**config.mk**
```make
export PLATFORM = sky130hd
export DESIGN_NAME = fifo8_rr_sched_flat
export DESIGN_NICKNAME = d
export VERILOG_FILES = /design/src/rtl/fifo8_rr_sched_if.sv /design/src/rtl/fifo8_rr_sched.sv /design/src/flat_wrapper.sv
export SDC_FILE = /design/constraint.sdc
export NUM_CORES = 1
export LEC_CHECK = 0
export CAP_MARGIN = 20
export CORE_AREA = 2 2 98 100
export DETAILED_ROUTE_END_ITERATION = 6
export DIE_AREA = 0 0 100 102
export PLACE_DENSITY = 0.84
export SLEW_MARGIN = 30
export SYNTH_ARGS = -nofsm -noshare
export SYNTH_HDL_FRONTEND = slang
export SYNTH_SLANG_ARGS = --single-unit
```
**constraint.sdc**
```tcl
create_clock -name clk -period 3 [get_ports clk]
set_input_delay 0.6 -clock clk [delete_from_list [all_inputs] [get_ports clk]]
set_output_delay 0.6 -clock clk [all_outputs]
set_load 0.02 [all_outputs]
```
**src/rtl/fifo8_rr_sched_if.sv**
```systemverilog
`default_nettype none
// =============================================================================
// Module   : fifo8_rr_sched_if
// Brief    : Requester and FIFO-side bundle for the fifo8_rr_sched scheduler.
// Revision : 1.0 - initial release
// =============================================================================
interface fifo8_rr_sched_if #(
    parameter int DATA_WIDTH = 32
);
    logic                  w0_req;
    logic [DATA_WIDTH-1:0] w0_data;
    logic                  w0_done;
    logic                  w0_err;

    logic                  w1_req;
    logic [DATA_WIDTH-1:0] w1_data;
    logic                  w1_done;
    logic                  w1_err;

    logic                  r_req;
    logic [DATA_WIDTH-1:0] r_data;
    logic                  r_done;
    logic                  r_err;

    logic                  fifo_wr_en;
    logic                  fifo_rd_en;
    logic [DATA_WIDTH-1:0] fifo_din;
    logic [DATA_WIDTH-1:0] fifo_dout;
    logic                  fifo_wr_ack;
    logic                  fifo_wr_err;
    logic                  fifo_rd_ack;
    logic                  fifo_rd_err;

    logic                  busy;
    logic                  to_flag;

    // Scheduler side
    modport slave (
        input  w0_req, w0_data, w1_req, w1_data, r_req,
        input  fifo_dout, fifo_wr_ack, fifo_wr_err, fifo_rd_ack, fifo_rd_err,
        output w0_done, w0_err, w1_done, w1_err, r_data, r_done, r_err,
        output fifo_wr_en, fifo_rd_en, fifo_din, busy, to_flag
    );

    // Requesters plus FIFO side
    modport master (
        output w0_req, w0_data, w1_req, w1_data, r_req,
        output fifo_dout, fifo_wr_ack, fifo_wr_err, fifo_rd_ack, fifo_rd_err,
        input  w0_done, w0_err, w1_done, w1_err, r_data, r_done, r_err,
        input  fifo_wr_en, fifo_rd_en, fifo_din, busy, to_flag
    );
endinterface
`default_nettype wire

```
**src/rtl/fifo8_rr_sched.sv**
```systemverilog
`default_nettype none
// =============================================================================
// Module   : fifo8_rr_sched
// Brief    : Round-robin scheduler sharing one FIFO between W0, W1 and R.
// Revision : 1.0 - initial release
// =============================================================================
module fifo8_rr_sched #(
    parameter int DATA_WIDTH = 32,
    parameter int TIMEOUT    = 3
) (
    input wire              clk,
    input wire              reset_n,
    fifo8_rr_sched_if.slave bus
);

    typedef enum logic [1:0] {
        S_IDLE  = 2'd0,
        S_ISSUE = 2'd1,
        S_WAIT  = 2'd2,
        S_RESP  = 2'd3
    } state_t;

    localparam logic [1:0] c_id_w0       = 2'd0;
    localparam logic [1:0] c_id_w1       = 2'd1;
    localparam logic [1:0] c_id_r        = 2'd2;
    localparam logic [3:0] c_wait_last   = 4'(TIMEOUT - 1);

    state_t                r_state;
    state_t                w_state_nxt;
    logic [1:0]            r_id;
    logic [1:0]            w_id_nxt;
    logic [1:0]            r_ptr;
    logic [1:0]            w_ptr_nxt;
    logic [DATA_WIDTH-1:0] r_word;
    logic [DATA_WIDTH-1:0] w_word_nxt;
    logic [DATA_WIDTH-1:0] r_rdata;
    logic [DATA_WIDTH-1:0] w_rdata_nxt;
    logic [3:0]            r_cnt;
    logic [3:0]            w_cnt_nxt;
    logic                  r_ok;
    logic                  w_ok_nxt;
    logic                  r_to;
    logic                  w_to_nxt;

    logic                  w_any_req;
    logic [1:0]            w_pick;
    logic                  w_is_write;
    logic                  w_rsp_ack;
    logic                  w_rsp_err;
    logic                  w_in_resp;
    logic                  w_in_issue;

    assign w_any_req = bus.w0_req | bus.w1_req | bus.r_req;

    // First active requester in W0 -> W1 -> R order, starting at the pointer.
    always_comb begin
        w_pick = c_id_w0;
        case (r_ptr)
            c_id_w1: w_pick = bus.w1_req ? c_id_w1 : (bus.r_req  ? c_id_r  : c_id_w0);
            c_id_r:  w_pick = bus.r_req  ? c_id_r  : (bus.w0_req ? c_id_w0 : c_id_w1);
            default: w_pick = bus.w0_req ? c_id_w0 : (bus.w1_req ? c_id_w1 : c_id_r);
        endcase
    end

    assign w_is_write = (r_id != c_id_r);
    assign w_rsp_ack  = w_is_write ? bus.fifo_wr_ack : bus.fifo_rd_ack;
    assign w_rsp_err  = w_is_write ? bus.fifo_wr_err : bus.fifo_rd_err;

    always_ff @(posedge clk or negedge reset_n) begin
        if (!reset_n) begin
            r_state <= S_IDLE;
            r_id    <= c_id_w0;
            r_ptr   <= c_id_w0;
            r_word  <= '0;
            r_rdata <= '0;
            r_cnt   <= 4'd0;
            r_ok    <= 1'b0;
            r_to    <= 1'b0;
        end else begin
            r_state <= w_state_nxt;
            r_id    <= w_id_nxt;
            r_ptr   <= w_ptr_nxt;
            r_word  <= w_word_nxt;
            r_rdata <= w_rdata_nxt;
            r_cnt   <= w_cnt_nxt;
            r_ok    <= w_ok_nxt;
            r_to    <= w_to_nxt;
        end
    end

    always_comb begin
        w_state_nxt = r_state;
        w_id_nxt    = r_id;
        w_ptr_nxt   = r_ptr;
        w_word_nxt  = r_word;
        w_rdata_nxt = r_rdata;
        w_cnt_nxt   = r_cnt;
        w_ok_nxt    = r_ok;
        w_to_nxt    = r_to;
        case (r_state)
            S_IDLE: begin
                if (w_any_req) begin
                    w_state_nxt = S_ISSUE;
                    w_id_nxt    = w_pick;
                    w_ptr_nxt   = (w_pick == c_id_r) ? c_id_w0 : (w_pick + 2'd1);
                    if (w_pick == c_id_w0) begin
                        w_word_nxt = bus.w0_data;
                    end else if (w_pick == c_id_w1) begin
                        w_word_nxt = bus.w1_data;
                    end
                end
            end
            S_ISSUE: begin
                w_state_nxt = S_WAIT;
                w_cnt_nxt   = 4'd0;
            end
            S_WAIT: begin
                // Error beats ack when the FIFO reports both.
                if (w_rsp_err) begin
                    w_ok_nxt    = 1'b0;
                    w_state_nxt = S_RESP;
                end else if (w_rsp_ack) begin
                    w_ok_nxt    = 1'b1;
                    w_state_nxt = S_RESP;
                    if (!w_is_write) begin
                        w_rdata_nxt = bus.fifo_dout;
                    end
                end else if (r_cnt == c_wait_last) begin
                    w_ok_nxt    = 1'b0;
                    w_to_nxt    = 1'b1;
                    w_state_nxt = S_RESP;
                end else begin
                    w_cnt_nxt = r_cnt + 4'd1;
                end
            end
            S_RESP: begin
                w_state_nxt = S_IDLE;
            end
            default: begin
                w_state_nxt = S_IDLE;
            end
        endcase
    end

    // Every output is a decode of registered state.
    assign w_in_resp  = (r_state == S_RESP);
    assign w_in_issue = (r_state == S_ISSUE);

    assign bus.w0_done    = w_in_resp && (r_id == c_id_w0) &&  r_ok;
    assign bus.w0_err     = w_in_resp && (r_id == c_id_w0) && !r_ok;
    assign bus.w1_done    = w_in_resp && (r_id == c_id_w1) &&  r_ok;
    assign bus.w1_err     = w_in_resp && (r_id == c_id_w1) && !r_ok;
    assign bus.r_done     = w_in_resp && (r_id == c_id_r)  &&  r_ok;
    assign bus.r_err      = w_in_resp && (r_id == c_id_r)  && !r_ok;
    assign bus.r_data     = bus.r_done ? r_rdata : '0;

    assign bus.fifo_wr_en = w_in_issue &&  w_is_write;
    assign bus.fifo_rd_en = w_in_issue && !w_is_write;
    assign bus.fifo_din   = bus.fifo_wr_en ? r_word : '0;

    assign bus.busy       = (r_state != S_IDLE);
    assign bus.to_flag    = r_to;

endmodule
`default_nettype wire

```
**src/flat_wrapper.sv**
```systemverilog
// flat-port wrapper written by rule: the top's interface ports become plain ports
module fifo8_rr_sched_flat 
#(
    parameter int DATA_WIDTH = 32,
    parameter int TIMEOUT    = 3
)
  (clk, reset_n, bus_w0_req, bus_w0_data, bus_w1_req, bus_w1_data, bus_r_req, bus_fifo_dout, bus_fifo_wr_ack, bus_fifo_wr_err, bus_fifo_rd_ack, bus_fifo_rd_err, bus_w0_done, bus_w0_err, bus_w1_done, bus_w1_err, bus_r_data, bus_r_done, bus_r_err, bus_fifo_wr_en, bus_fifo_rd_en, bus_fifo_din, bus_busy, bus_to_flag);
  fifo8_rr_sched_if #(.DATA_WIDTH(DATA_WIDTH)) bus_i ();
  input wire clk;
  input wire reset_n;
  input wire logic [$bits(bus_i.w0_req)-1:0] bus_w0_req;
  input wire logic [$bits(bus_i.w0_data)-1:0] bus_w0_data;
  input wire logic [$bits(bus_i.w1_req)-1:0] bus_w1_req;
  input wire logic [$bits(bus_i.w1_data)-1:0] bus_w1_data;
  input wire logic [$bits(bus_i.r_req)-1:0] bus_r_req;
  input wire logic [$bits(bus_i.fifo_dout)-1:0] bus_fifo_dout;
  input wire logic [$bits(bus_i.fifo_wr_ack)-1:0] bus_fifo_wr_ack;
  input wire logic [$bits(bus_i.fifo_wr_err)-1:0] bus_fifo_wr_err;
  input wire logic [$bits(bus_i.fifo_rd_ack)-1:0] bus_fifo_rd_ack;
  input wire logic [$bits(bus_i.fifo_rd_err)-1:0] bus_fifo_rd_err;
  output wire logic [$bits(bus_i.w0_done)-1:0] bus_w0_done;
  output wire logic [$bits(bus_i.w0_err)-1:0] bus_w0_err;
  output wire logic [$bits(bus_i.w1_done)-1:0] bus_w1_done;
  output wire logic [$bits(bus_i.w1_err)-1:0] bus_w1_err;
  output wire logic [$bits(bus_i.r_data)-1:0] bus_r_data;
  output wire logic [$bits(bus_i.r_done)-1:0] bus_r_done;
  output wire logic [$bits(bus_i.r_err)-1:0] bus_r_err;
  output wire logic [$bits(bus_i.fifo_wr_en)-1:0] bus_fifo_wr_en;
  output wire logic [$bits(bus_i.fifo_rd_en)-1:0] bus_fifo_rd_en;
  output wire logic [$bits(bus_i.fifo_din)-1:0] bus_fifo_din;
  output wire logic [$bits(bus_i.busy)-1:0] bus_busy;
  output wire logic [$bits(bus_i.to_flag)-1:0] bus_to_flag;
  assign bus_i.w0_req = bus_w0_req;
  assign bus_i.w0_data = bus_w0_data;
  assign bus_i.w1_req = bus_w1_req;
  assign bus_i.w1_data = bus_w1_data;
  assign bus_i.r_req = bus_r_req;
  assign bus_i.fifo_dout = bus_fifo_dout;
  assign bus_i.fifo_wr_ack = bus_fifo_wr_ack;
  assign bus_i.fifo_wr_err = bus_fifo_wr_err;
  assign bus_i.fifo_rd_ack = bus_fifo_rd_ack;
  assign bus_i.fifo_rd_err = bus_fifo_rd_err;
  assign bus_w0_done = bus_i.w0_done;
  assign bus_w0_err = bus_i.w0_err;
  assign bus_w1_done = bus_i.w1_done;
  assign bus_w1_err = bus_i.w1_err;
  assign bus_r_data = bus_i.r_data;
  assign bus_r_done = bus_i.r_done;
  assign bus_r_err = bus_i.r_err;
  assign bus_fifo_wr_en = bus_i.fifo_wr_en;
  assign bus_fifo_rd_en = bus_i.fifo_rd_en;
  assign bus_fifo_din = bus_i.fifo_din;
  assign bus_busy = bus_i.busy;
  assign bus_to_flag = bus_i.to_flag;
  fifo8_rr_sched #(.DATA_WIDTH(DATA_WIDTH), .TIMEOUT(TIMEOUT)) u_core (.clk(clk), .reset_n(reset_n), .bus(bus_i));
endmodule
```
Word-level counts from Yosys, hierarchy flattened:

Cells that the tools add are included.

* memories kept: 0
* bits in latches: 0
* ROM bits: 0
* register bits: 76
* word-level logic and storage cells: 84
* memory bits (writable): 0

* $add $sub $neg: 2
* reduce and logical (&&, ||, !) cells: 27
* mux-type cells: 26
* equality and inequality tests: 16
* bitwise gates (word level): 5
* multipliers: 0
* magnitude comparators: 0
* div/mod/pow operators: 0
* shifts and indexed selects: 0

Operators by type and width (number)
* two-way mux 32 bit: 4
* two-way mux 2 bit: 10
* two-way mux 4 bit: 3
* AND reduction 4 bit: 3
* logical AND 1 bit: 11
* equality test 2 bit, second input constant: 5
* equality test 2 x 1 -> 1 bit, second input constant: 4
* != test 2 bit, second input constant: 4
* one-hot mux 2 bit (4 select lines): 1
* one-hot mux 4 bit (2 select lines): 1
* logical NOT 2 bit: 3
* two-way mux 1 bit: 6
* AND reduction 2 bit: 3
* nonzero test 2 bit: 3
* adder 4 x 1 -> 4 bit, second input constant: 1
* equality test 4 x 2 -> 1 bit, second input constant: 1
* != test 4 x 1 -> 1 bit, second input constant: 1
* one-hot mux 2 bit (2 select lines): 1
* inverter 1 bit: 3
* AND reduction 3 bit: 1
* nonzero test 3 bit: 1
* adder 2 x 1 -> 2 bit, second input constant: 1
* logical NOT 1 bit: 2
* != test 2 x 1 -> 1 bit, second input constant: 1
* OR 1 bit: 2

Depth between registers and ports, before layout:

Gate-level depths: netlist of run 1.

* depth in word-level cells: 6
* gate-level depth with buffers: 8
* mapped depth without buffers: 6

Least setup slack after synthesis of run 1:

Ideal clock, no wire load.

* path type: flip-flop to output port
* start: reg u_core.r_state[0]
* end: out bus_r_data[21]
* path slack: 0.929 ns
* stages on the path, launching flop included: 6
* path buffers: 1
* data arrival time: 1.471 ns
* cell sequence: dfrtp_1 > ha_1 > nand2_1 > nor2_1 > clkbuf_1 > and2_1

* longest elaborated chain between the ends: 4

Ends and longest elaborated chain
* from (decl): RTL line fifo8_rr_sched.sv:28 `state_t r_state;`
* from (signal assigned): RTL line fifo8_rr_sched.sv:80 `r_state <= w_state_nxt;`
* equality test 2 bit: RTL line fifo8_rr_sched.sv:146 `assign w_in_resp = (r_state == S_RESP);`
* logical AND 1 bit (2 in series): RTL line fifo8_rr_sched.sv:153 `assign bus.r_done = w_in_resp && (r_id == c_id_r) && r_ok;`
* net bus_r_done: RTL line flat_wrapper.sv:26 `output wire logic [$bits(bus_i.r_done)-1:0] bus_r_done;`
* two-way mux 32 bit: RTL line fifo8_rr_sched.sv:155 `assign bus.r_data = bus.r_done ? r_rdata : '0;`
* to (decl): RTL line flat_wrapper.sv:25 `output wire logic [$bits(bus_i.r_data)-1:0] bus_r_data;`

The timed path passes the listed nets, and every way through them passes these cells.

Final worst setup path of run 1:

* start: reg u_core.r_id[0]
* end: out bus_r_data[29]

* longest elaborated chain between the ends: 4

Ends and longest elaborated chain
* from (decl): RTL line fifo8_rr_sched.sv:30 `logic [1:0] r_id;`
* from (signal assigned): RTL line fifo8_rr_sched.sv:72 `r_id <= c_id_w0;`
* from (signal assigned): RTL line fifo8_rr_sched.sv:81 `r_id <= w_id_nxt;`
* equality test 2 bit: RTL line fifo8_rr_sched.sv:153
* logical AND 1 bit (2 in series): RTL line fifo8_rr_sched.sv:153
* two-way mux 32 bit: RTL line fifo8_rr_sched.sv:155

No other way between the ends.

==> results of run 1 <==
-- stage by stage --
stage	utilization [%]	worst slack (ns)
2_1_floorplan	-	0.929
3_3_place_gp	66.0	0.566
3_5_place_dp	66.0	0.514
4_1_cts	68.2	0.130
5_1_grt	68.3	0.0503
6_report	68.3	0.159
-- metal layers --
layer  GRT usage, %  up-vias
met5              0        -
met1           27.9     1769
met4           7.06        0
met3           5.40       13
met2           36.9      192
li1               -     1813
-- logic make-up after synthesis --
logic type,after synthesis
and+or+nand+nor,175
DFF,76
adders and majority gates,8
buffers and inverters,43
AOI/OAI and AO/OA,80
muxes,38
-- worst max-delay path, cell delays in order, from the launching register on --
cell and delay (ns):
dfrtp_1 0.44, nand2b_4 0.26, nor2_1 0.13, buf_4 0.27
and2_1 0.18, clkdlybuf4s50_1 0.61
-- layout make-up --
cell class                 instances  area [sq um]  area share, %
clock buffer                      10           128           2.05
sequential                        76          1900           30.6
inverter                           9          33.8          0.543
clock inverter                     5          77.6           1.25
multi-input combinational        301          2060           33.2
timing repair buffer             187          1880           30.2
tap                              111           139           2.23
-- power by group through the flow --
stage,logic (W),clock network [W],registers (W)
2_1_floorplan,0.00169,0,0.00171
3_3_place_gp,0.00254,0,0.00178
3_5_place_dp,0.00263,0,0.00180
4_1_cts,0.00263,0.000849,0.00179
5_1_grt,0.00285,0.000896,0.00185
6_report,0.00261,0.000829,0.00179
-- registers in the layout, summed over array words and instances, names as in the netlist --
| signal | count |
|---|---|
| u_core.r_word | 32 |
| u_core.bus.to_flag | 1 |
| u_core.r_id | 2 |
| u_core.r_state | 2 |
| u_core.r_cnt | 4 |
| u_core.r_ptr | 2 |
| u_core.r_rdata | 32 |
| u_core.r_ok | 1 |
-- cells in the final DEF, fill, tap and decap left out, types with 2 or more instances in the layout --
master           count
and2_1              33
inv_1                9
a31oi_1             32
o21ai_0             35
clkinv_2             2
nand2_1             11
nor2_1              44
clkdlybuf4s50_1    177
clkbuf_8             9
buf_4                7
mux2_1               2
ha_1                 8
mux2_2              33
nor2b_1              2
mux2i_1              3
a21oi_1              2
dfrtp_1             76
nor3_1               3
buf_12               2
nor3b_1              2
and3_1              33
nand4b_1             3
nand3b_1            33
o211ai_1             2
bufinv_16            2
nand3_1              3
-- path summary, 6_finish.rpt --
path                       slack, ns                from                 end
hold / removal                  0.29             reset_n   u_core.r_rdata[4]
max in group asynchronous       2.25             reset_n   u_core.r_word[26]
min in group clk                0.47  u_core.bus.to_flag  u_core.bus.to_flag
setup reg to reg                0.80   u_core.r_state[0]  u_core.r_rdata[12]
setup / recovery                0.16      u_core.r_id[0]      bus_r_data[29]
hold reg to reg                 0.47  u_core.bus.to_flag  u_core.bus.to_flag
==> flow_metrics.env, run 1 <==
export IMPL_start_util_pct=45.3
export IMPL_fp_dieH_microns=102
export IMPL_clkPwrFrac_pct=15.9
export IMPL_p_leak_nw=2.60
export IMPL_cts_sinks=76
export IMPL_finalClockSkew_ns=0.00741
export IMPL_topRoutingLayerUsed="met4"
export IMPL_fin_crit_ns=2.84
export IMPL_nets=697
export IMPL_reg2reg_depth=6
export IMPL_synthMuxAreaShare_pct=10.3
export IMPL_hold_ws_ns=0.287
export IMPL_cts_root_buf="clkbuf_8"
export IMPL_p_sw_share_pct=38.5
export IMPL_report_final_hold_viol_count=0
export IMPL_p_total_w=0.00522
export IMPL_synth_most_common_cell="dfrtp_1"
export IMPL_cp_max_fo=33
export IMPL_cts_resized=0
export IMPL_synth_compound_area_share_pct=11.6
export IMPL_drv_slew=0
export IMPL_grt_pass1_wl_microns=17600
export IMPL_status="finished, final reports clean"
export IMPL_drtIter0Drc=157
export IMPL_cts_max_level=3
export IMPL_synth_top_family_by_area="simple AND/OR/NAND/NOR gates"
export IMPL_stdcell_area_sq_um=6220
export IMPL_hold_buffers=0
export IMPL_area_delta_synth_final_pct=50.7
export IMPL_dpl_cell_area_sq_um=6010
export IMPL_tns_ns=0
export IMPL_antenna_found_initial=0
export IMPL_synth_largest_area_cell="dfrtp_1"
export IMPL_rsz0062_at_grt="no"
export IMPL_std_cell_rows=35
export IMPL_syn_area_sq_um=4130
export IMPL_ant_nets=0
export IMPL_seq_area_frac_synth_pct=46.1
export IMPL_synth_area_leaders="dfrtp_1, mux2_2, nand3b_1"
export IMPL_grt_usage_pct=21.9
export IMPL_layout_drive_gt1_share_pct=10.9
export IMPL_synth_top_cell_area_share_pct=46.1
export IMPL_grt_overflow_total=0
export IMPL_dr_wl_met3_microns=1030
export IMPL_yosysWarnings=0
export IMPL_m1WireLength_microns=4900
export IMPL_dieArea_sq_um=10200
export IMPL_grt_max_degree=77
export IMPL_via_count=3787
export IMPL_fmax_ghz=0.352
export IMPL_p_switching_w=0.00201
export IMPL_p_int_w=0.00321
export IMPL_startpoint_type="flop"
export IMPL_clockBufferDepth=2
export IMPL_final_cells=699
export IMPL_vdd_ir_drop_max_mv=0.415
export IMPL_fillers=677
export IMPL_pwr_share_seq_pct=34.2
export IMPL_numCtsBuffers=9
export IMPL_syn_nets=533
export IMPL_maxCapViolCount=0
export IMPL_port_buffers=178
export IMPL_routed_wl_microns=11400
export IMPL_yosysUniqueCellTypes=41
export IMPL_clk_latency_ns=0.34
export IMPL_power_density_nw_per_um2=840
export IMPL_dpl_hpwl_microns=8160
export IMPL_worst_slew_pin_slew_ns=0.688
export IMPL_clk_pin_slew_ns=0.07
export IMPL_dr_pass1_iters=5
export IMPL_io_pins=179
export IMPL_route_met2_wl_microns=5280
export IMPL_finalSetupViolations=0
export IMPL_arrival_ns=2.24
export IMPL_cts_tree="built"
export IMPL_avgRoutedWirePerCell_microns=16.2
export IMPL_path_class="reg -> out"
export IMPL_fin_crit_sh_pct=94.7
export IMPL_synth_adder_area_share_pct=2.43
export IMPL_ys_seq_elements=76
export IMPL_die_w_microns=100
export IMPL_grt_pass1_vias=3742
export IMPL_synth_ff_type="dfrtp_1"
export IMPL_synth_simple_gate_area_share_pct=25.0
export IMPL_core_area_sq_um=9110
export IMPL_via_per_inst=5.42
export IMPL_synth_common_cells="dfrtp_1, nor2_1, o21ai_0"
export IMPL_synthArstFlopShare_pct=100
export IMPL_hold_path_class="in -> async"
export IMPL_syn_area_per_cell_sq_um=9.82
export IMPL_place_congestion=0.834
export IMPL_syn_instance_count=420
export IMPL_comb_power_share_pct=49.9
export IMPL_drc=0
export IMPL_dpl_cell_count=684
export IMPL_end_kind="output port"
export IMPL_critPathRequiredTime_ns=2.40
export IMPL_post_cts_buffers=0
export IMPL_synth_xor_area_share_pct=0
export IMPL_max_slew_margin_pct=54.1
export IMPL_synth_edf_count=0
export IMPL_n_antenna_cell=0
(Power assumes the default switching activity.)
==> run 2: changes to the inputs <==
clock period = 3.6 ns   (was 3 ns; I/O delays follow)
==> run 2 against run 1 <==
Against the previous run:
- final area fell by 0.58%
- critical path depth did not move
- global-route usage up 0.36 points
- largest power group unchanged
- non-clock buffer count is 2 lower
- first-iteration DRC count fell by 4.5%
- combinational power fell by 19%
- total power is 18% lower
==> flow_metrics.env, run 2 (synthesis results as in run 1) <==
export IMPL_clk_latency_ns=0.34
export IMPL_cts_resized=0
export IMPL_drc=0
export IMPL_vdd_ir_drop_max_mv=0.321
export IMPL_grt_pass1_wl_microns=17900
export IMPL_io_pins=179
export IMPL_p_int_w=0.00264
export IMPL_worst_slew_pin_slew_ns=0.725
export IMPL_largest_registers="u_core.r_rdata x32, u_core.r_word x32, u_core.r_cnt x4"
export IMPL_dpl_cell_area_sq_um=5970
export IMPL_reg2reg_depth=7
export IMPL_antenna_found_initial=0
export IMPL_dr_pass1_iters=4
export IMPL_stdcell_area_sq_um=6180
export IMPL_numCtsBuffers=9
export IMPL_port_buffers=178
export IMPL_core_area_sq_um=9110
export IMPL_fmax_ghz=0.321
export IMPL_grt_max_degree=77
export IMPL_startpoint_type="flop"
export IMPL_fp_dieH_microns=102
export IMPL_std_cell_rows=35
export IMPL_layout_drive_gt1_share_pct=10.4
export IMPL_drtIter0Drc=150
export IMPL_cts_sinks=76
export IMPL_clk_pin_slew_ns=0.07
export IMPL_r2r_slack_ns=1.36
export IMPL_drv_slew=0
export IMPL_layout_common_cells="clkdlybuf4s50_1, dfrtp_1, nor2_1, o21ai_0"
export IMPL_arrival_ns=2.39
export IMPL_maxCapViolCount=0
export IMPL_final_cells=698
export IMPL_busiest_layer="met2"
export IMPL_fin_crit_sh_pct=86.5
export IMPL_area_delta_synth_final_pct=49.8
export IMPL_hold_path_class="in -> async"
export IMPL_via_per_inst=5.40
export IMPL_avgRoutedWirePerCell_microns=16.3
export IMPL_post_cts_buffers=0
export IMPL_routed_wl_microns=11400
export IMPL_n_antenna_cell=0
export IMPL_hold_buffers=0
export IMPL_place_congestion=0.813
export IMPL_cts_tree="built"
export IMPL_clkPwrFrac_pct=16.1
export IMPL_comb_power_share_pct=49.1
export IMPL_end_kind="output port"
export IMPL_grt_usage_pct=22.2
export IMPL_grt_pass1_vias=3715
export IMPL_p_sw_share_pct=38.5
export IMPL_dpl_hpwl_microns=8050
export IMPL_max_slew_margin_pct=51.4
export IMPL_die_w_microns=100
export IMPL_p_switching_w=0.00166
export IMPL_p_leak_nw=2.59
export IMPL_r2r_end="u_core.r_word[19]"
export IMPL_grt_overflow_total=0
export IMPL_critPathRequiredTime_ns=2.88
export IMPL_path_class="reg -> out"
export IMPL_finalSetupViolations=0
export IMPL_clockBufferDepth=2
export IMPL_rsz0062_at_grt="no"
export IMPL_met2_usage_pct=37.1
export IMPL_finalClockSkew_ns=0.00661
export IMPL_fin_crit_ns=3.11
export IMPL_via_count=3769
export IMPL_ant_nets=0
export IMPL_start_util_pct=45.3
export IMPL_tns_ns=0
export IMPL_cp_max_fo=41
export IMPL_power_density_nw_per_um2=696
export IMPL_met3_usage_pct=5.40
export IMPL_nets=695
export IMPL_dpl_cell_count=682
export IMPL_layout_commonest_cell="clkdlybuf4s50_1"
export IMPL_dieArea_sq_um=10200
export IMPL_status="finished, final reports clean"
export IMPL_reg2reg_from="u_core.r_ptr[0]"
export IMPL_cts_max_level=3
export IMPL_pwr_share_seq_pct=34.9
export IMPL_report_final_hold_viol_count=0
export IMPL_cts_root_buf="clkbuf_8"
export IMPL_grtUsageMet1_pct=28.7
[run 2: worst max-delay path by stage]
stage	startpoint	end	slack (ns)
detailed placement	u_core.r_id[0]	bus_r_data[22]	0.83
global route	u_core.r_id[0]	bus_r_data[22]	0.32
floorplan	u_core.r_state[0]	bus_r_data[21]	1.41
CTS	u_core.r_id[0]	bus_r_data[22]	0.44
global placement	u_core.r_id[0]	bus_r_data[20]	0.89
finish	u_core.r_id[0]	bus_r_data[22]	0.49
[run 2: metrics by stage]
step	hold slack (ns)	total power [W]	setup WS, ns	utilization [%]
after floorplan	0.424	0.00284	1.41	-
after global routing	0.442	0.00464	0.319	67.9
after detailed placement	0.477	0.00363	0.826	65.5
final	0.405	0.00430	0.488	67.9
after global placement	0.453	0.00354	0.890	65.5
after CTS	0.494	0.00434	0.438	67.8
[run 2: critical path, cell delays in order (launching register included)]
cell and delay [ns]:
dfrtp_1 0.44, nand2b_4 0.37, nor2_1 0.17, buf_4 0.28, and2_1 0.18, clkdlybuf4s50_1 0.62
[run 2: metal layers]
layer	wire (microns)	vias to the layer above
met1	5040	1777
li1	-	1807
met2	5260	174
met4	128	0
met3	929	11
met5	0	-
[run 2: power by group through the flow]
stage / combinational (W) / sequential [W] / clock [W]
2_1_floorplan: 0.00141 / 0.00142 / 0
3_3_place_gp: 0.00205 / 0.00149 / 0
3_5_place_dp: 0.00212 / 0.00151 / 0
4_1_cts: 0.00213 / 0.00150 / 0.000708
5_1_grt: 0.00233 / 0.00156 / 0.000755
6_report: 0.00211 / 0.00150 / 0.000691
[run 2: cell type report]
cell class	instances	area, sq um
multi-input combinational	301	2060
fill	700	2930
clock inverter	4	73.8
clock buffer	12	135
sequential	76	1900
inverter	9	33.8
timing repair buffer	185	1840
tap	111	139
==> run 3: changes to the inputs <==
CTS_CLUSTER_SIZE = 40   (was default)
HOLD_SLACK_MARGIN = 0.03   (was default)
==> results of run 3 <==
The final DEF is identical to that of run 2; final timing and power are the same.
